$ cat src/rtl/alu_pkg.sv
// Shared definitions for the ALU sequencer slice: opcodes, instruction field
// positions and the sequencer state encoding.
package alu_pkg;

    localparam logic [2:0] OP_ADD = 3'd0;
    localparam logic [2:0] OP_SUB = 3'd1;
    localparam logic [2:0] OP_AND = 3'd2;
    localparam logic [2:0] OP_OR  = 3'd3;
    localparam logic [2:0] OP_XOR = 3'd4;
    localparam logic [2:0] OP_NOT = 3'd5;
    localparam logic [2:0] OP_SHL = 3'd6;
    localparam logic [2:0] OP_SHR = 3'd7;

    localparam int FIELD_W = 3;
    localparam int OP_LSB  = 13;
    localparam int RD_LSB  = 10;
    localparam int RA_LSB  = 7;
    localparam int RB_LSB  = 4;

    typedef enum logic [1:0] {
        IDLE    = 2'd0,
        ISSUE   = 2'd1,
        CAPTURE = 2'd2,
        WRITE   = 2'd3
    } state_t;

    // Only add and sub produce a meaningful carry; every other op clears it.
    function automatic logic op_has_carry(input logic [2:0] op);
        return (op == OP_ADD) || (op == OP_SUB);
    endfunction

endpackage

$ cat src/rtl/alu_sequencer_if.sv
// Instruction handshake, ALU operand/result bus and architectural status
// grouped into one interface; slave = sequencer, master = parent/source.
interface alu_sequencer_if #(
    parameter int DATA_W  = 8,
    parameter int INSTR_W = 16
);
    logic               instr_valid;
    logic               instr_ready;
    logic [INSTR_W-1:0] instr;
    logic [DATA_W-1:0]  alu_a;
    logic [DATA_W-1:0]  alu_b;
    logic [2:0]         alu_opcode;
    logic [DATA_W-1:0]  alu_out;
    logic               alu_zero;
    logic               alu_carry;
    logic               flag_z;
    logic               flag_c;
    logic               done;

    modport slave (
        input  instr_valid, instr, alu_out, alu_zero, alu_carry,
        output instr_ready, alu_a, alu_b, alu_opcode, flag_z, flag_c, done
    );

    modport master (
        output instr_valid, instr, alu_out, alu_zero, alu_carry,
        input  instr_ready, alu_a, alu_b, alu_opcode, flag_z, flag_c, done
    );
endinterface

$ cat src/rtl/alu_regfile.sv
// NREG x DATA_W register file: two async read ports, one sync write port,
// async clear. ALU_SEQ_DBG_EN adds a third async read port for debug.
module alu_regfile #(
    parameter int DATA_W = 8,
    parameter int NREG   = 8,
    parameter int AW     = 3
) (
    input  logic              clk,
    input  logic              rst_n,
    input  logic [AW-1:0]     ra_addr,
    output logic [DATA_W-1:0] ra_data,
    input  logic [AW-1:0]     rb_addr,
    output logic [DATA_W-1:0] rb_data,
    input  logic              we,
    input  logic [AW-1:0]     wa,
    input  logic [DATA_W-1:0] wd
`ifdef ALU_SEQ_DBG_EN
    ,
    input  logic [AW-1:0]     dbg_addr,
    output logic [DATA_W-1:0] dbg_data
`endif
);
    logic [DATA_W-1:0] regs [NREG];

    always_ff @(posedge clk or negedge rst_n) begin
        if (!rst_n) begin
            for (int i = 0; i < NREG; i++) begin
                regs[i] <= '0;
            end
        end else if (we) begin
            regs[wa] <= wd;
        end
    end

    // Reads are combinational so a write lands before the next IDLE-cycle read.
    assign ra_data = regs[ra_addr];
    assign rb_data = regs[rb_addr];

`ifdef ALU_SEQ_DBG_EN
    assign dbg_data = regs[dbg_addr];
`endif
endmodule

$ cat src/rtl/alu_sequencer.sv
// Four-state execution controller (IDLE/ISSUE/CAPTURE/WRITE) feeding an external
// combinational ALU. ALU_SEQ_DBG_EN exposes a debug register read port.
module alu_sequencer
    import alu_pkg::*;
#(
    parameter int DATA_W  = 8,
    parameter int NREG    = 8,
    parameter int INSTR_W = 16
) (
    input  logic              clk,
    input  logic              rst_n,
    alu_sequencer_if.slave    bus
`ifdef ALU_SEQ_DBG_EN
    ,
    input  logic [FIELD_W-1:0] dbg_addr,
    output logic [DATA_W-1:0]  dbg_data
`endif
);
    state_t               state_reg, state_next;
    logic [INSTR_W-1:0]   instr_w;
    logic [FIELD_W-1:0]   op_f, rd_f, ra_f, rb_f;
    logic [FIELD_W-1:0]   rd_reg;
    logic [2:0]           op_reg;
    logic [DATA_W-1:0]    alu_a_reg, alu_b_reg, res_reg;
    logic [DATA_W-1:0]    rf_a, rf_b;
    logic                 zero_reg, carry_reg;
    logic                 flag_z_reg, flag_c_reg, done_reg;
    logic                 accept, rf_we;
    logic                 unused_reserved;

    assign instr_w         = bus.instr;
    assign op_f            = instr_w[OP_LSB +: FIELD_W];
    assign rd_f            = instr_w[RD_LSB +: FIELD_W];
    assign ra_f            = instr_w[RA_LSB +: FIELD_W];
    assign rb_f            = instr_w[RB_LSB +: FIELD_W];
    assign unused_reserved = ^instr_w[RB_LSB-1:0];

    assign accept = (state_reg == IDLE) && bus.instr_valid;
    assign rf_we  = (state_reg == WRITE);

    alu_regfile #(
        .DATA_W (DATA_W),
        .NREG   (NREG),
        .AW     (FIELD_W)
    ) u_regfile (
        .clk      (clk),
        .rst_n    (rst_n),
        .ra_addr  (ra_f),
        .ra_data  (rf_a),
        .rb_addr  (rb_f),
        .rb_data  (rf_b),
        .we       (rf_we),
        .wa       (rd_reg),
        .wd       (res_reg)
`ifdef ALU_SEQ_DBG_EN
        ,
        .dbg_addr (dbg_addr),
        .dbg_data (dbg_data)
`endif
    );

    always_ff @(posedge clk or negedge rst_n) begin
        if (!rst_n) begin
            state_reg <= IDLE;
        end else begin
            state_reg <= state_next;
        end
    end

    always_comb begin
        state_next = state_reg;
        case (state_reg)
            IDLE:    if (bus.instr_valid) state_next = ISSUE;
            ISSUE:   state_next = CAPTURE;
            CAPTURE: state_next = WRITE;
            WRITE:   state_next = IDLE;
            default: state_next = IDLE;
        endcase
    end

    always_ff @(posedge clk or negedge rst_n) begin
        if (!rst_n) begin
            alu_a_reg  <= '0;
            alu_b_reg  <= '0;
            op_reg     <= '0;
            rd_reg     <= '0;
            res_reg    <= '0;
            zero_reg   <= 1'b0;
            carry_reg  <= 1'b0;
            flag_z_reg <= 1'b0;
            flag_c_reg <= 1'b0;
            done_reg   <= 1'b0;
        end else begin
            done_reg <= 1'b0;
            case (state_reg)
                IDLE: begin
                    // Operands are sampled at accept, so rd may alias ra/rb freely.
                    if (accept) begin
                        alu_a_reg <= rf_a;
                        alu_b_reg <= rf_b;
                        op_reg    <= op_f;
                        rd_reg    <= rd_f;
                    end
                end
                CAPTURE: begin
                    res_reg   <= bus.alu_out;
                    zero_reg  <= bus.alu_zero;
                    carry_reg <= bus.alu_carry;
                end
                WRITE: begin
                    flag_z_reg <= zero_reg;
                    flag_c_reg <= op_has_carry(op_reg) & carry_reg;
                    done_reg   <= 1'b1;
                end
                default: ;
            endcase
        end
    end

    assign bus.instr_ready = (state_reg == IDLE);
    assign bus.alu_a       = alu_a_reg;
    assign bus.alu_b       = alu_b_reg;
    assign bus.alu_opcode  = op_reg;
    assign bus.flag_z      = flag_z_reg;
    assign bus.flag_c      = flag_c_reg;
    assign bus.done        = done_reg;
endmodule

$ cat src/flat_wrapper.sv
// flat-port wrapper written by rule: the top's interface ports become plain ports
module alu_sequencer_flat import alu_pkg::*;
#(
    parameter int DATA_W  = 8,
    parameter int NREG    = 8,
    parameter int INSTR_W = 16
)
  (clk, rst_n, bus_instr_valid, bus_instr, bus_alu_out, bus_alu_zero, bus_alu_carry, bus_instr_ready, bus_alu_a, bus_alu_b, bus_alu_opcode, bus_flag_z, bus_flag_c, bus_done);
  alu_sequencer_if #(.DATA_W(DATA_W), .INSTR_W(INSTR_W)) bus_i ();
  input  logic clk;
  input  logic rst_n;
  input wire logic [$bits(bus_i.instr_valid)-1:0] bus_instr_valid;
  input wire logic [$bits(bus_i.instr)-1:0] bus_instr;
  input wire logic [$bits(bus_i.alu_out)-1:0] bus_alu_out;
  input wire logic [$bits(bus_i.alu_zero)-1:0] bus_alu_zero;
  input wire logic [$bits(bus_i.alu_carry)-1:0] bus_alu_carry;
  output wire logic [$bits(bus_i.instr_ready)-1:0] bus_instr_ready;
  output wire logic [$bits(bus_i.alu_a)-1:0] bus_alu_a;
  output wire logic [$bits(bus_i.alu_b)-1:0] bus_alu_b;
  output wire logic [$bits(bus_i.alu_opcode)-1:0] bus_alu_opcode;
  output wire logic [$bits(bus_i.flag_z)-1:0] bus_flag_z;
  output wire logic [$bits(bus_i.flag_c)-1:0] bus_flag_c;
  output wire logic [$bits(bus_i.done)-1:0] bus_done;
  assign bus_i.instr_valid = bus_instr_valid;
  assign bus_i.instr = bus_instr;
  assign bus_i.alu_out = bus_alu_out;
  assign bus_i.alu_zero = bus_alu_zero;
  assign bus_i.alu_carry = bus_alu_carry;
  assign bus_instr_ready = bus_i.instr_ready;
  assign bus_alu_a = bus_i.alu_a;
  assign bus_alu_b = bus_i.alu_b;
  assign bus_alu_opcode = bus_i.alu_opcode;
  assign bus_flag_z = bus_i.flag_z;
  assign bus_flag_c = bus_i.flag_c;
  assign bus_done = bus_i.done;
  alu_sequencer #(.DATA_W(DATA_W), .NREG(NREG), .INSTR_W(INSTR_W)) u_core (.clk(clk), .rst_n(rst_n), .bus(bus_i));
endmodule
$ cat config.mk
export PLATFORM = sky130hd
export DESIGN_NAME = alu_sequencer_flat
export DESIGN_NICKNAME = d
export VERILOG_FILES = /design/src/rtl/alu_pkg.sv /design/src/rtl/alu_sequencer_if.sv /design/src/rtl/alu_regfile.sv /design/src/rtl/alu_sequencer.sv /design/src/flat_wrapper.sv
export SDC_FILE = /design/constraint.sdc
export NUM_CORES = 1
export LEC_CHECK = 0
export CORE_ASPECT_RATIO = 0.5
export CORE_UTILIZATION = 50
export DETAILED_ROUTE_END_ITERATION = 10
export PLACE_DENSITY = 0.7
export SYNTH_ARGS = -nofsm -noshare
export SYNTH_HDL_FRONTEND = slang
export SYNTH_SLANG_ARGS = --single-unit
export TNS_END_PERCENT = 10
$ cat constraint.sdc
create_clock -name clk -period 4.05 [get_ports clk]
set_clock_uncertainty 0.2 [all_clocks]
set_input_delay 0.6075 -clock clk [delete_from_list [all_inputs] [get_ports clk]]
set_output_delay 0.6075 -clock clk [all_outputs]
set_load 0.02 [all_outputs]
Word-level counts from Yosys, hierarchy flattened --
Index checks and enable logic that the tools add are counted.
Storage, ports and cells: latch bits 0, memories 0, memory bits (writable) 0, output and inout port bits 23, memory bits (read-only) 0, word-level logic and storage cells 50, register bits 101
Operators by class: eq/ne operators 5, reduce and logical (&&, ||, !) cells 6, bitwise operators 4, shifts and indexed selects 0, mux-type cells 12, $add $sub $neg 0, divide/modulo/power cells 0, order comparisons 4, multiply operators 0
Operator list (count):
- 64-bit bitwise mux | 1
- 8-bit binary-select mux with 3-bit select | 2
- 8-bit two-way mux | 5
- 8-bit demux with 3-bit select | 1
- 4-bit >= comparator, second input constant | 3
- 3-bit NOT with 4-bit output | 3
- 2-bit case mux with 4 select lines | 1
- 2-bit equality test, second input constant | 2
- 4-bit by 1-bit less-than comparator with 1-bit output, second input constant | 1
- 3-bit by 1-bit equality test with 1-bit output, second input constant | 1
- 3-bit zero test | 1
- 2-bit by 1-bit equality test with 1-bit output, second input constant | 1
- 1-bit logical AND | 2
- 2-bit zero test | 1
- 2-bit two-way mux | 1
- 2-bit inequality test, second input constant | 1
- 2-bit AND reduction | 1
- 1-bit AND | 1
- 1-bit logical OR | 1
- 1-bit two-way mux | 1

Longest topological paths before layout --
Gate-level depths: netlist of run 1.
word-level depth 6, mapped depth 7

By module --
From an unflattened synthesis of run 1, not the netlist that was laid out.
Second synthesis, totals: cells, all modules 290, area, all modules 5062.4 µm²
By module, submodules not included:
- alu_regfile | seq. area each 1601.5 µm², area an instance 3539.6 µm², instances 1, cells each 201
- alu_sequencer | seq. area each 925.9 µm², area an instance 1522.7 µm², instances 1, cells each 89

Worst setup path before layout of run 1 --
OpenSTA, ideal clock, no wires.
kind reg-to-reg, start point register u_core.state_reg[0], end point register u_core.u_regfile.regs[24] (netlist name), library setup time 125 ps, clock period less this slack 1815 ps, setup slack 2235 ps, stages on the path, launching flop included 6, arrival time 1490 ps, path buffers 1, cell sequence dfrtp_1 -> ha_1 -> buf_2 -> nand2b_4 -> nor3b_4 -> mux2_2
On the way: cells in the longest elaborated chain, start to end 1
RTL lines:
- from (decl) | RTL line alu_sequencer.sv:19 | state_t state_reg, state_next;
- from (signal assigned) | RTL line alu_sequencer.sv:66 | state_reg <= state_next;
- 2-bit equality test | RTL line alu_sequencer.sv:39 | assign rf_we = (state_reg == WRITE);
- named net u_core.rf_we | RTL line alu_sequencer.sv:28 | logic accept, rf_we;
- to (signal, indexed assignment) | RTL line alu_regfile.sv:31 | regs[wa] <= wd;
- to (decl) | RTL line alu_regfile.sv:23 | logic [DATA_W-1:0] regs [NREG];
The timed path passes the listed nets, and every way through them passes these cells. A chain may end at the register's enable or synchronous reset.

Worst setup path after layout of run 1 --
start point register u_core.state_reg[0], end point output port bus_instr_ready
On the way: cells in the longest elaborated chain, start to end 1
RTL lines:
- 2-bit zero test | RTL line alu_sequencer.sv:120 | assign bus.instr_ready = (state_reg == IDLE);
- to (decl) | RTL line flat_wrapper.sv:17 | output wire logic [$bits(bus_i.instr_ready)-1:0] bus_instr_ready;
Every way passes these cells.

==> qor.txt, run 1 <==
Outcome: complete, no violations
CP Buf/Inv Count: 2
Rel. slew slack: 36.0%
CP endpoint kind: output port
Clk slew on worst S/H paths: 0.06 ns
Yosys top cell by area: dfrtp_1
GP Congestion: 0.780
Hold Crit Class: reg -> reg
First-pass GRT wire length: 17.1 mm
Width of the chip: 142 um
Ports: 52
Worst path max stage delay: 0.64 ns
Post-Syn Area: 4920 um2
N_diodes: 0
Die H: 72.2 um
Clock Sinks: 101
Number of distinct library cells after synthesis: 25
Fin. max-slew vios: 0
Actual slew at the worst max-slew pin: 0.957 ns
CTS tree: built
Clock Latency Late Sink: 0.34 ns
Grt ovf: 0
DR pass1 iterations: 4
H-tree levels: 3
Placed Cells: 529
Ranking of synthesized cells by area: dfrtp_1 (51%), mux2_2 (26%), mux2i_1 (6.5%), a22o_1 (2.8%), o31ai_1 (2.6%)
Register with the most flip-flops: u_core.u_regfile.regs
Port bufs: 47
Mean post-synth cell area: 13.6 um2
DRT iter0 DRCs: 165
Fmax: 398 MHz
WP data arrival: 1.71 ns
Max-cap check violation count: 0
Post-route ant nets: 0
Max FFs per register: 64
Drt drc: 0
CP top delay family: buffers and inverters
Placed wire-length estimate: 7.33 mm
Vias per cell: 5.68
Final setup violation count: 0
Core ar.: 9510 um2
Leakage: 2.54 nW
Drt wl/cell: 19.2 um
Net count after synthesis: 395
Mapped Cells: 363
Sequential area share after synthesis: 51.3%
Root Buffer: clkbuf_16
CTS buffer count: 9
Pin count of the biggest net entering global routing: 48
Hold Path End: u_core.bus.alu_b[1]
Final Hold Viols: 0
WL final: 10.4 mm
Yosys warns: 0
Finished Layout Cells: 544
Number of global-route vias before repair: 3270
Slowest-stage cell, CP: clkdlybuf4s50_1
Worst EP required: 3.24 ns
Critical path startpoint category: flop
Longest Clk Path Bufs: 2
PostCTS Resize Cnt: 0
Hold path startpoint: u_core.bus.alu_b[1]
RSZ-0062 raised after global routing: no
Worst r2r dst: u_core.u_regfile.regs[37]
Tmin final: 2.51 ns
Layout cells sized above 1: 33.7%
Initial antenna violation count: 0
Pwr dens: 734 nW/um2
Top-area cell type share of the netlist area: 51.3%
P&R area growth vs syn: 16.8%
Cell Rows: 25
Fillers: 778
Reg-to-reg slack, setup: 1.79 ns
Setup Buffers After CTS: 0
R2R cell count: 3
# hold bufs at CTS: 1
R2R Path Start: u_core.state_reg[0]
Final nets: 438
Total number of vias: 3088
Initial Utilization: 51.8%
Setup TNS: 0 ns
Kind of critical path: reg -> out
Cell Chain, Critical Path: inv_1 > ha_1 > clkdlybuf4s50_1
Crit share post-route: 62.1%
All-Layer GR Usage: 22.9%
Worst-path fanout max: 5
Yosys reg bits: 101
Die area: 10300 um2
Max IR drop VDD: 442 uV
Hold depth: 2
-- cell families (layout without fill, tap and decap cells) --
group           after synthesis  after routing  synth area share (%)
fa+ha+maj                     3              3                 0.763
simple gates                 38             38                  4.86
buf+inv                      24             70                  2.77
mux                         146            146                  32.6
compound gates               51             51                  7.68
flops                       101            101                  51.3
-- report_power, final --
| part | internal, W | switching [W] | total, W |
|---|---|---|---|
| Clock | 0.000441 | 0.000345 | 0.000787 |
| Sequential | 0.00148 | 0.000419 | 0.00190 |
| Combinational | 0.000888 | 0.000643 | 0.00153 |
| Total | 0.00281 | 0.00141 | 0.00422 |
-- worst max path at each step --
stage | start | end | slack, ns | cells past startpoint
floorplan | u_core.state_reg[0] | u_core.u_regfile.regs[24] | 2.24 | 5
global placement | bus_instr[7] | u_core.bus.alu_a[5] | 1.48 | 5
detailed placement | bus_instr[7] | u_core.bus.alu_a[1] | 1.46 | 5
CTS | u_core.state_reg[0] | bus_instr_ready | 1.53 | 3
global route | u_core.state_reg[0] | bus_instr_ready | 1.44 | 3
finish | u_core.state_reg[0] | bus_instr_ready | 1.54 | 3
-- cell usage in the layout (no fill, tap or decap), drive strengths merged, types with 3 or more instances in the layout --
master and instances:
clkbuf 12, buf 6, nand4b 3, inv 3, ha 3, nand2 20, mux2 114, nor3b 3
o31ai 17, dfrtp 101, o22ai 16, a22o 16, nand2b 3, mux2i 32, clkdlybuf4s50 46, nor2 4
-- metrics by stage --
stage	setup WS (ns)	instance area [um2]	util (%)	total power [W]	hold WS, ns
3_5_place_dp	1.46	5470	57.5	0.00347	0.269
4_1_cts	1.53	5750	60.4	0.00426	0.283
3_3_place_gp	1.48	5470	57.5	0.00335	0.267
5_1_grt	1.44	5750	60.4	0.00449	0.309
2_1_floorplan	2.24	4920	-	0.00294	0.112
6_report	1.54	5750	60.4	0.00422	0.279
-- cells in the mapped netlist (all sizes together) --
| cell type | count |
|---|---|
| mux2 | 114 |
| dfrtp | 101 |
| mux2i | 32 |
| nand2 | 20 |
| buf | 17 |
| o31ai | 17 |
| a22o | 16 |
| o22ai | 16 |
| clkbuf | 4 |
| nor2 | 4 |
| ha | 3 |
| inv | 3 |
| nand2b | 3 |
| nand4b | 3 |
| nor3b | 3 |
| nor2b | 2 |
| nor3 | 2 |
| a21oi | 1 |
| nand4 | 1 |
| o21ai | 1 |
-- metal layers --
| metal | vias to the layer above | wire length, um | share of wire [%] | track usage (%) |
|---|---|---|---|---|
| met3 | 11 | 476 | 4.6 | 6.67 |
| met2 | 60 | 5080 | 49 | 37.0 |
| met4 | 0 | 109 | 1.0 | 8.00 |
| met1 | 1575 | 4780 | 46 | 29.8 |
| li1 | 1442 | - | - | - |
| met5 | - | 0 | 0 | 0 |
-- layout make-up --
cell class,instances,area [um2],area share [%]
clock buffers,12,256,4.46
clock inverters,2,10.0,0.174
inverters,3,11.3,0.196
multi-input cells,238,2260,39.3
flip-flops and latches,101,2530,44.0
well taps,135,169,2.94
repair buffers,53,515,8.97
-- worst min-delay path, cell delays in order, from the launching register on --
cell and delay (ns):
dfrtp_1 0.34, nand2_1 0.05, o31ai_1 0.05
Note: power is estimated with default switching activity, not from simulation.
==> run 2, diff against run 1 <==
--- a/config.mk
+++ b/config.mk
@@ -8,7 +8,7 @@
 export CORE_ASPECT_RATIO = 0.5
 export CORE_UTILIZATION = 50
 export DETAILED_ROUTE_END_ITERATION = 10
-export PLACE_DENSITY = 0.7
+export PLACE_DENSITY = 0.73
 export SYNTH_ARGS = -nofsm -noshare
 export SYNTH_HDL_FRONTEND = slang
 export SYNTH_SLANG_ARGS = --single-unit
==> constraint.sdc (replaced) <==
create_clock -name clk -period 2.2 [get_ports clk]
set_clock_uncertainty 0.2 [all_clocks]
set_input_delay 0.33 -clock clk [delete_from_list [all_inputs] [get_ports clk]]
set_output_delay 0.33 -clock clk [all_outputs]
set_load 0.02 [all_outputs]
==> qor.txt, run 2 (same netlist as run 1, synthesis figures left out) <==
WL final: 10.6 mm (+1.5%)
Placed wire-length estimate: 7.53 mm (+2.7%)
Layout cells sized above 1: 36.0% (+2.3 points)
Pwr dens: 1380 nW/um2 (+88%)
Initial Utilization: 51.8% (unchanged)
Clock Latency Late Sink: 0.34 ns (about the same)
Die H: 72.2 um (unchanged)
Crit share post-route: 90.2%
Actual slew at the worst max-slew pin: 0.856 ns (-0.102 ns)
Register with the most flip-flops: u_core.u_regfile.regs
Drt wl/cell: 19.0 um (-0.88%)
Worst EP required: 2.22 ns (-1.02 ns)
Cell Rows: 25 (unchanged)
Final nets: 450 (+2.7%)
WP data arrival: 2.01 ns (+0.30 ns)
Final Hold Viols: 0 (unchanged)
DRT iter0 DRCs: 261 (+58%)
Port bufs: 47 (unchanged)
Number of global-route vias before repair: 3396 (+3.9%)
Outcome: complete, no violations
Grt ovf: 0 (unchanged)
Fin. max-slew vios: 0 (unchanged)
GP Congestion: 0.790 (+1.2%)
R2R Path Start: u_core.state_reg[1]
R2R cell count: 5 (+2)
Clock Sinks: 101 (unchanged)
Drt drc: 0 (unchanged)
Kind of critical path: reg -> reg
Reg-to-reg slack, setup: 0.21 ns (-1.58 ns)
H-tree levels: 3 (unchanged)
Vias per cell: 5.66 (-0.31%)
Setup WS post-layout: 0.215 ns (-1.32 ns)
Setup Buffers After CTS: 0 (unchanged)
Critical path startpoint category: flop
Rel. slew slack: 42.8% (+6.8 points)
Post-place setup slack: 0.00597 ns (-1.45 ns)
Width of the chip: 142 um (unchanged)
Commonest non-fill, non-tap cell in the layout: mux2_2
DR pass1 iterations: 5 (+1)
Worst r2r dst: u_core.u_regfile.regs[28]
Root Buffer: clkbuf_16
All-Layer GR Usage: 22.4% (-0.49 points)
Ports: 52 (unchanged)
CTS tree: built
Max IR drop VDD: 824 uV (+86%)
Leakage: 2.67 nW (+4.9%)
Final setup violation count: 0 (unchanged)
Total number of vias: 3152 (+2.1%)
CTS buffer count: 9 (unchanged)
N_diodes: 0 (unchanged)
RSZ-0062 raised after global routing: no
Core ar.: 9510 um2 (unchanged)
Tmin final: 1.99 ns
Longest Clk Path Bufs: 2 (unchanged)
Post-route ant nets: 0 (unchanged)
Hold Crit Class: in -> async
CP endpoint kind: flop
Pin count of the biggest net entering global routing: 54 (+13%)
Fmax: 504 MHz
Commonest cells after routing, fill and taps aside: mux2_2 (114), dfrtp_1 (101), clkdlybuf4s50_1 (45)
Die area: 10300 um2 (unchanged)
P&R area growth vs syn: 21.8%
Max FFs per register: 64 (unchanged)
Setup TNS: 0 ns (unchanged)
Initial antenna violation count: 0 (unchanged)
Max-cap check violation count: 0 (unchanged)
First-pass GRT wire length: 17.3 mm (+0.72%)
Total power: 0.00825 W (+96%)
Clk slew on worst S/H paths: 0.06 ns (about the same)
Worst-path fanout max: 9 (+4)
run 2: changes by cell type in the layout (fill, tap and decap cells not counted):
cell             previous run  this run
bufinv_16                   0         3
clkdlybuf4s50_1            46        45
clkinv_2                    2         1
buf_12                      0         6
dlygate4sd2_1               0         1
buf_4                       6        12
clkbuf_1                    1         0
run 2: how the worst max path moves through the flow:
| stage | slack [ns] | end | startpoint |
|---|---|---|---|
| 2_1_floorplan | 0.39 | u_core.u_regfile.regs[24] | u_core.state_reg[0] |
| 3_3_place_gp | 0.04 | u_core.bus.alu_a[7] | bus_instr[8] |
| 3_5_place_dp | 0.006 | u_core.bus.alu_b[5] | bus_instr[5] |
| 4_1_cts | 0.20 | u_core.u_regfile.regs[28] | u_core.state_reg[1] |
| 5_1_grt | 0.08 | u_core.u_regfile.regs[28] | u_core.state_reg[1] |
| 6_report | 0.21 | u_core.u_regfile.regs[28] | u_core.state_reg[1] |
run 2: cell type report:
cell class | instances | area, um2
clock buffers | 11 | 253
clock inverters | 4 | 95.1
fillers | 712 | 3520
inverters | 3 | 11.3
multi-input cells | 238 | 2260
flip-flops and latches | 101 | 2530
well taps | 135 | 169
repair buffers | 65 | 679
run 2: power by group:
group | switching, W | internal, W
Clock | 0.000654 | 0.00116
Combinational | 0.00123 | 0.00169
Sequential | 0.000777 | 0.00273
Total | 0.00266 | 0.00559
run 2: metrics by stage:
stage / cells / utilization (%) / hold slack [ns] / instance area (um2)
2_1_floorplan: 363 / - / -0.166 / 4920
6_report: 557 / 63.0 / 0.224 / 5990
3_3_place_gp: 541 / 59.3 / 0.0439 / 5640
5_1_grt: 557 / 63.0 / 0.254 / 5990
4_1_cts: 557 / 63.0 / 0.223 / 5990
3_5_place_dp: 541 / 59.3 / 0.0487 / 5640
run 2: critical path, cell delays in order (launching register included):
cell      delay, ns
dfrtp_1        0.38
ha_1           0.41
nand2b_4       0.14
nor3b_4        0.25
buf_12         0.16
mux2_2         0.34
run 2: what timing repair did:
action | in CTS | in global routing
endpoints found under the hold margin | 22 | 0
endpoints found under the setup margin | 1 | 0
hold buffers | 1 | 0
gates resized for setup | 1 | 0
run 2: metal layers:
layer,GRT usage [%],wire (um),up-vias
met1,28.4,4690,1617
met3,5.35,495,8
met5,0,0,-
met4,6.21,84,0
met2,38.9,5340,67
li1,-,-,1460
==> run 3, diff against run 2 <==
==> constraint.sdc (replaced) <==
create_clock -name clk -period 2.2 [get_ports clk]
set_clock_uncertainty 0.2 [all_clocks]
set_input_delay 0.44 -clock clk [delete_from_list [all_inputs] [get_ports clk]]
set_output_delay 0.44 -clock clk [all_outputs]
set_load 0.02 [all_outputs]
==> qor.txt, run 3 (same netlist as run 1, synthesis figures left out) <==
First-pass GRT wire length: 17.4 mm (+0.84%)
Rel. slew slack: 39.9% (-3.0 points)
GRT met2 Usage: 39.4% (+0.49 points)
Vias per cell: 5.63 (-0.48%)
CTS tree: built
Setup Buffers After CTS: 0 (unchanged)
Fmax: 485 MHz (-3.7%)
Placement Cell Area: 5710 um2 (+1.3%)
Tmin final: 2.06 ns (+0.0753 ns)
Placed Cells: 546 (+0.92%)
Leakage: 2.66 nW (-0.19%)
CTS buffer count: 9 (unchanged)
Die H: 72.2 um (unchanged)
Worst EP required: 1.56 ns (-0.66 ns)
DR pass1 iterations: 4 (-1)
Outcome: complete, no violations
N_diodes: 0 (unchanged)
Clk slew on worst S/H paths: 0.06 ns (about the same)
Worst path max stage delay: 0.40 ns (about the same)
Total number of vias: 3165 (+0.41%)
Critical path startpoint category: flop
Fin. max-slew vios: 0 (unchanged)
Width of the chip: 142 um (unchanged)
Initial antenna violation count: 0 (unchanged)
Pwr dens: 1310 nW/um2 (-4.5%)
CP endpoint kind: output port
Final Core Density: 62.9% (-0.13 points)
Drt drc: 0 (unchanged)
GRT met1 Usage: 28.4% (about the same)
Commonest cells after routing, fill and taps aside: mux2_2 (114), dfrtp_1 (101), clkdlybuf4s50_1 (45)
GP Congestion: 0.838 (+6.1%)
Max FFs per register: 64 (unchanged)
Slowest-stage cell, CP: dfrtp_1
Clock Latency Late Sink: 0.34 ns (about the same)
Final setup violation count: 0 (unchanged)
Worst-path fanout max: 5 (-4)
Max-cap check violation count: 0 (unchanged)
Pin count of the biggest net entering global routing: 42 (-22%)
Core ar.: 9510 um2 (unchanged)
Number of global-route vias before repair: 3438 (+1.2%)
Cell Rows: 25 (unchanged)
Actual slew at the worst max-slew pin: 0.900 ns (+0.0446 ns)
Grt ovf: 0 (unchanged)
Ports: 52 (unchanged)
DRT iter0 DRCs: 178 (-32%)
Hold Crit Class: reg -> reg
Fillers: 746 (+4.8%)
P&R area growth vs syn: 21.5%
Kind of critical path: reg -> out
Drt wl/cell: 18.9 um (-0.85%)
Longest Clk Path Bufs: 2 (unchanged)
Commonest non-fill, non-tap cell in the layout: mux2_2
Port bufs: 47 (unchanged)
H-tree levels: 3 (unchanged)
Post-route ant nets: 0 (unchanged)
Max IR drop VDD: 865 uV (+5.0%)
GR Util met3: 4.88% (-0.46 points)
Final Cell Area: 5980 um2 (-0.21%)
All-Layer GR Usage: 22.8% (+0.44 points)
Die area: 10300 um2 (unchanged)
Crit share post-route: 93.7% (+3.4 points)
Layer with the highest usage: met2
Finished Layout Cells: 562 (+0.90%)
Final Hold Viols: 0 (unchanged)
Placed wire-length estimate: 7.57 mm (+0.51%)
Cell Chain, Critical Path: inv_1 > ha_1 > dlygate4sd2_1
Initial Utilization: 51.8% (unchanged)
Register with the most flip-flops: u_core.u_regfile.regs
Root Buffer: clkbuf_16
WP data arrival: 1.42 ns (-0.59 ns)
Final nets: 455 (+1.1%)
WL final: 10.6 mm (about the same)
Clock Sinks: 101 (unchanged)
Layout cells sized above 1: 36.1% (+0.047 points)
RSZ-0062 raised after global routing: no
==> run 3: timing repair <==
action | CTS | global route
hold buffers | 1 | 0
setup endpoints to repair | 1 | 0
gates resized for setup | 1 | 0
hold endpoints to repair | 24 | 0
==> run 3: final timing paths <==
| check | from | end | slack [ns] | depth (start not counted) |
|---|---|---|---|---|
| worst min-delay path | u_core.bus.alu_a[3] | u_core.bus.alu_a[3] | 0.27 | 2 |
| worst max-delay path | u_core.state_reg[1] | bus_instr_ready | 0.14 | 3 |
| min in group asynchronous | rst_n | u_core.u_regfile.regs[42] | 0.36 | 2 |
| max in group asynchronous | rst_n | u_core.rd_reg[0] | 0.84 | 3 |
| worst min register to register | u_core.bus.alu_a[3] | u_core.bus.alu_a[3] | 0.27 | 2 |
| worst max register to register | u_core.state_reg[1] | u_core.u_regfile.regs[28] | 0.21 | 5 |
==> run 3: per-stage QoR <==
step                      hold slack, ns  setup slack [ns]  setup TNS (ns)  power, W
after floorplan                  -0.0556             0.385               0   0.00541
after global placement             0.175           -0.0617          -0.522   0.00626
after detailed placement           0.187            -0.115           -1.08   0.00647
after CTS                          0.280             0.125               0   0.00792
after global routing               0.307            0.0406               0   0.00836
final                              0.274             0.139               0   0.00786
==> run 3: power breakdown <==
group | switching, W | total [W] | internal, W
clock network | 0.000647 | 0.00144 | 0.000789
registers | 0.000788 | 0.00352 | 0.00273
logic | 0.00121 | 0.00291 | 0.00170
total | 0.00264 | 0.00786 | 0.00522
==> run 3: worst max-delay path: cells and delay by family (launching register included) <==
| family | cells | cell delay (ns) |
|---|---|---|
| buffers and inverters | 2 | 0.45 |
| adders and majority gates | 1 | 0.23 |
| DFF | 1 | 0.40 |
==> run 3: layout make-up <==
class | count | area [um2] | share of cell area, %
Inverter | 3 | 11.3 | 0.188
Multi-Input combinational cell | 238 | 2260 | 37.8
Tap cell | 135 | 169 | 2.82
Clock inverter | 2 | 10.0 | 0.167
Clock buffer | 13 | 250 | 4.18
Sequential cell | 101 | 2530 | 42.3
Timing Repair Buffer | 70 | 754 | 12.6
==> run 3: layer usage <==
layer  wire, um  share of wire (%)
met3        591                5.6
met2       5230                 49
met1       4700                 44
met5          0                  0
met4         93               0.88
==> RTL change 1 (flow settings as in run 3) <==
`DATA_W` is set to 8 in 4 places; all go to 10.
--- a/src/rtl/alu_sequencer_if.sv
+++ b/src/rtl/alu_sequencer_if.sv
@@ -3,3 +3,3 @@
 interface alu_sequencer_if #(
-    parameter int DATA_W  = 8,
+    parameter int DATA_W  = 10,
     parameter int INSTR_W = 16
--- a/src/rtl/alu_regfile.sv
+++ b/src/rtl/alu_regfile.sv
@@ -3,3 +3,3 @@
 module alu_regfile #(
-    parameter int DATA_W = 8,
+    parameter int DATA_W = 10,
     parameter int NREG   = 8,
--- a/src/rtl/alu_sequencer.sv
+++ b/src/rtl/alu_sequencer.sv
@@ -5,3 +5,3 @@
 #(
-    parameter int DATA_W  = 8,
+    parameter int DATA_W  = 10,
     parameter int NREG    = 8,
--- a/src/flat_wrapper.sv
+++ b/src/flat_wrapper.sv
@@ -3,3 +3,3 @@
 #(
-    parameter int DATA_W  = 8,
+    parameter int DATA_W  = 10,
     parameter int NREG    = 8,
Ports: changed (resized bus_alu_a, bus_alu_b and bus_alu_out); port bits go from 52 to 58. The function was not compared with the original's and may differ.
==> RTL change 1 against run 3 <==
  * Setup slack worse by 0.050 ns
  * Synthesized area grew 22%
  * Sequential cell count increased by 22
  * Power up 39%
  * Sequential power grew 23%
  * Synthesized cell count rose by 21%
  * Clock power up 110%
  * Design area rose by 25%
  * Wire length rose by 30%
==> RTL change 1: results (changes against run 3) <==
[logic_synthesis]
yosysSeqAreaShare_pct = 51.4  ; +0.074 points
synth_area_leaders = dfrtp_1 51%, mux2_2 26%, mux2i_1 6.7%
synthCells = 441  ; +21%
ys_types = 24  ; -4.0%
synth_nets = 475  ; +20%
ys_top_cells_by_count = 140 x mux2_2, 123 x dfrtp_1, 40 x mux2i_1
yosysWarnings = 0  ; unchanged

[power_and_ir_drop]
netSwitchingFraction_pct = 32.1  ; -1.5 points
seq-power_uw = 4330  ; +23%
power_density_mw_per_mm2 = 1460  ; +11%
pg_comb_uw = 3500  ; +20%
p_leak_uw = 0.00335  ; +26%
ir_worst_vdd_mv = 0.888  ; +2.7%

[detailed_routing]
vias = 3901  ; +23%
dr.pass1.iters = 4  ; unchanged
dr.first_iter.drc_count = 210  ; +18%
wl_per_cell_um = 20.2  ; +7.0%

[finish]
drive_gt1_share_pct = 39.2  ; +3.1 points
nets = 547  ; +20%
largest_register_ff_count = 80  ; +25%
final_cells = 685  ; +22%
nFillCells = 829  ; +11%

[clock_tree]
clock_latency_ns = 0.41  ; +0.07 ns
cts_buffers = 17  ; +8
htree_levels = 4  ; +1

[critical_path]
cp.arrival_ns = 1.47  ; +0.05 ns

[timing]
relSlewSlack_pct = 33.0  ; -6.8 points

[placement]
gp_congestion = 0.755  ; -9.9%
dp_slack_ns = -0.287  ; -0.173 ns
placed_area_mm2 = 0.00681  ; +19%
dpl.hpwl_mm = 9.15  ; +21%
placedCellCount = 652  ; +19%
io_buffers = 53  ; +13%

[global_route]
grt_max_degree = 54  ; +29%
grt_pass1_wl_mm = 22.1  ; +27%
grt_pass1_vias = 4031  ; +17%
grt_util_all_layers_pct = 24.3  ; +1.5 points

[run_status]
outcome = finished clean

[RTL change 1: routing by layer]
metal	vias to the layer above	share of wire, %	global-route usage, %
met3	19	5.2	5.32
met4	0	1.5	10.4
met1	1976	49	34.5
met5	-	0	0
li1	1795	-	-
met2	111	44	36.0
[RTL change 1: kinds of logic (layout without fill, tap and decap cells)]
group	count (synthesis)	in the layout	share of synthesized area, %
simple gates	42	42	3.97
fa+ha+maj	3	3	0.627
flops	123	123	51.4
compound gates	63	63	7.82
buf+inv	30	115	3.14
mux	180	180	33.0
[RTL change 1: what timing repair did]
item,4_1_cts,5_1_grt
endpoints found under the hold margin,28,0
pin swaps,0,0
hold buffers,1,0
endpoints found under the setup margin,1,7
resized for setup,1,2
[RTL change 1: final timing paths]
check | from | endpoint | slack, ns | depth (start not counted)
hold / removal | u_core.bus.alu_a[2] | u_core.bus.alu_a[2] | 0.28 | 2
setup / recovery | u_core.state_reg[1] | bus_instr_ready | 0.09 | 3
hold reg to reg | u_core.bus.alu_a[2] | u_core.bus.alu_a[2] | 0.28 | 2
min in group asynchronous | rst_n | u_core.bus.done | 0.30 | 2
max in group asynchronous | rst_n | u_core.u_regfile.regs[56] | 0.85 | 3
setup reg to reg | u_core.state_reg[1] | u_core.u_regfile.regs[54] | 0.14 | 5
[RTL change 1: area by class of cell]
cell class	instances	area [um^2]	share of cell area [%]
repair buffers	80	811	10.8
multi-input cells	288	2720	36.4
clock buffers	18	439	5.87
clock inverters	14	218	2.91
well taps	159	199	2.66
inverters	3	11.3	0.151
flip-flops and latches	123	3080	41.2
[RTL change 1: tightest hold or removal path: cells and delay by family, from the launching register on]
kind               cells  cell delay, ns
DFF                    1            0.34
and+or+nand+nor        1            0.05
AOI/OAI and AO/OA      1            0.05
==> RTL change 2 (flow settings as in run 3) <==
Without the edit above. Reset style: synchronous (`rst_n`), changed in 3 clocked blocks. Comments in the files are not updated.
--- a/src/rtl/alu_regfile.sv
+++ b/src/rtl/alu_regfile.sv
@@ -24,3 +24,3 @@
 
-    always_ff @(posedge clk or negedge rst_n) begin
+    always_ff @(posedge clk) begin
         if (!rst_n) begin
--- a/src/rtl/alu_sequencer.sv
+++ b/src/rtl/alu_sequencer.sv
@@ -61,3 +61,3 @@
 
-    always_ff @(posedge clk or negedge rst_n) begin
+    always_ff @(posedge clk) begin
         if (!rst_n) begin
@@ -80,3 +80,3 @@
 
-    always_ff @(posedge clk or negedge rst_n) begin
+    always_ff @(posedge clk) begin
         if (!rst_n) begin
Function: differs if rst_n is asserted again (counterexample within 4 cycles, from zero or initial values and one cycle with rst_n low); with rst_n held inactive, the same outputs for 10 cycles.
==> RTL change 2 against run 3 <==
  * Wire length increased by 12%
  * Synthesized area increased by 0.10%
  * Via count increased by 9.7%
  * Non-clock buffer count increased by 7
  * Setup slack improved by 0.042 ns
  * Synthesized cell count increased by 16%
  * Design area increased by 0.36%
  * Sequential cell count unchanged
  * Die area increased by 0.10%
  * Critical path type unchanged
  * Critical endpoint unchanged
Power is not compared: it rests on default switching activity, and its combinational part moved more than twofold at a synthesized area within 25%.
==> RTL change 2: results (changes against run 3) <==
[placement]
placedCellCount = 610  ; +12%
gp_congestion = 0.898  ; +7.2%
dpl.hpwl_mm = 8.25  ; +9.0%

[detailed_routing]
dr.first_iter.drc_count = 344  ; +93%
wl_mm = 11.9  ; +12%
vias = 3473  ; +9.7%
dr.pass1.iters = 5  ; +1

[logic_synthesis]
synthFlopType = edfxtp_1
ys_async_sr_fraction_pct = 0  ; -100 points
synth_area_per_cell_um2 = 11.7  ; -14%
yosysSeqAreaShare_pct = 54.0  ; +2.7 points
synth.most_common_cell = mux2i_1
synth_edf_count = 64  ; +64
synth_area_leaders = edfxtp_1 39%, mux2i_1 15%, dfxtp_1 15%
ys_types = 30  ; +20%
synth_nets = 455  ; +15%

[global_route]
grt_use_met3_pct = 6.80  ; +1.9 points
grt_pass1_wl_mm = 18.0  ; +3.5%
use_met1_pct = 36.1  ; +7.8 points
use_met2_pct = 36.1  ; -3.3 points
grt_pass1_vias = 3229  ; -6.1%
grt_util_all_layers_pct = 24.8  ; +2.0 points
grt_max_degree = 31  ; -26%

[finish]
nets = 519  ; +14%
drive_gt1_share_pct = 12.6  ; -23 points
final_cells = 626  ; +11%

[critical_path]
timing.rr.start = u_core.state_reg[1]
cp.arrival_ns = 1.38  ; -0.04 ns

[clock_tree]
clock_latency_ns = 0.36  ; +0.02 ns
cts_buffers = 9  ; unchanged

[hold_path]
hp-start = u_core.bus.alu_opcode[0]

[run_status]
outcome = finished clean

RTL change 2: cell count changes after synthesis, moves of 21 or more:
| cell | change |
|---|---|
| a22oi_1 | +32 |
| dfxtp_1 | +37 |
| dfrtp_1 | -101 |
| and2_1 | +63 |
| mux2_2 | -114 |
| edfxtp_1 | +64 |
| mux2i_1 | +44 |
| o21ai_0 | +21 |
RTL change 2: routing by layer:
metal  part of all wire (%)  up-vias
met5                      0        -
met4                    1.5        0
met3                    8.3       18
met2                     41      136
met1                     49     1674
li1                       -     1645
RTL change 2: per-stage QoR:
step | setup WS (ns) | TNS (ns) | utilization [%] | power, uW | instance area (um^2)
after floorplan | 0.109 | 0 | - | 3070 | 4930
after global placement | -0.0153 | -0.122 | 60.0 | 3610 | 5710
after detailed placement | -0.0699 | -0.992 | 60.0 | 3630 | 5710
after CTS | 0.162 | 0 | 63.1 | 5210 | 6000
after global routing | 0.106 | 0 | 63.1 | 5410 | 6000
final | 0.181 | 0 | 63.1 | 5210 | 6000
RTL change 2: kinds of logic (layout without fill, tap and decap cells):
kind of cell / after synthesis / in the layout / synth area share [%]
mux: 76 / 76 / 15.4
compound gates: 78 / 78 / 10.0
flops: 101 / 101 / 54.0
simple gates: 136 / 136 / 16.5
buf+inv: 27 / 96 / 3.02
fa+ha+maj: 4 / 4 / 1.02
RTL change 2: path summary, 6_finish.rpt:
| check | end | slack (ns) | depth (start not counted) |
|---|---|---|---|
| setup / recovery | bus_instr_ready | 0.18 | 3 |
| hold / removal | u_core.bus.alu_opcode[0] | 0.27 | 2 |
| setup reg to reg | u_core.u_regfile.regs[1][7] | 0.28 | 4 |
| hold reg to reg | u_core.bus.alu_opcode[0] | 0.27 | 2 |
RTL change 2: power by group:
group          total [uW]  internal, uW  switching (uW)
clock network        1610           889             722
registers            2400          2210             194
logic                1190           548             647
RTL change 2: cell type report:
| cell class | instances | area, um^2 |
|---|---|---|
| Fill cell | 796 | 3510 |
| Sequential cell | 101 | 2660 |
| Multi-Input combinational cell | 294 | 2120 |
| Timing Repair Buffer | 77 | 747 |
| Clock buffer | 9 | 225 |
| Tap cell | 135 | 169 |
| Clock inverter | 7 | 71.3 |
| Inverter | 3 | 11.3 |
RTL change 2: timing repair:
| action | 4_1_cts | 5_1_grt |
|---|---|---|
| gates resized for setup | 1 | 0 |
| setup endpoints to repair | 1 | 0 |
| buffers inserted | 0 | 0 |
RTL change 2: critical path: stages, from the launching register on:
cell and delay, ns:
dfxtp_1 0.40, inv_1 0.08, ha_1 0.22, dlygate4sd2_1 0.34
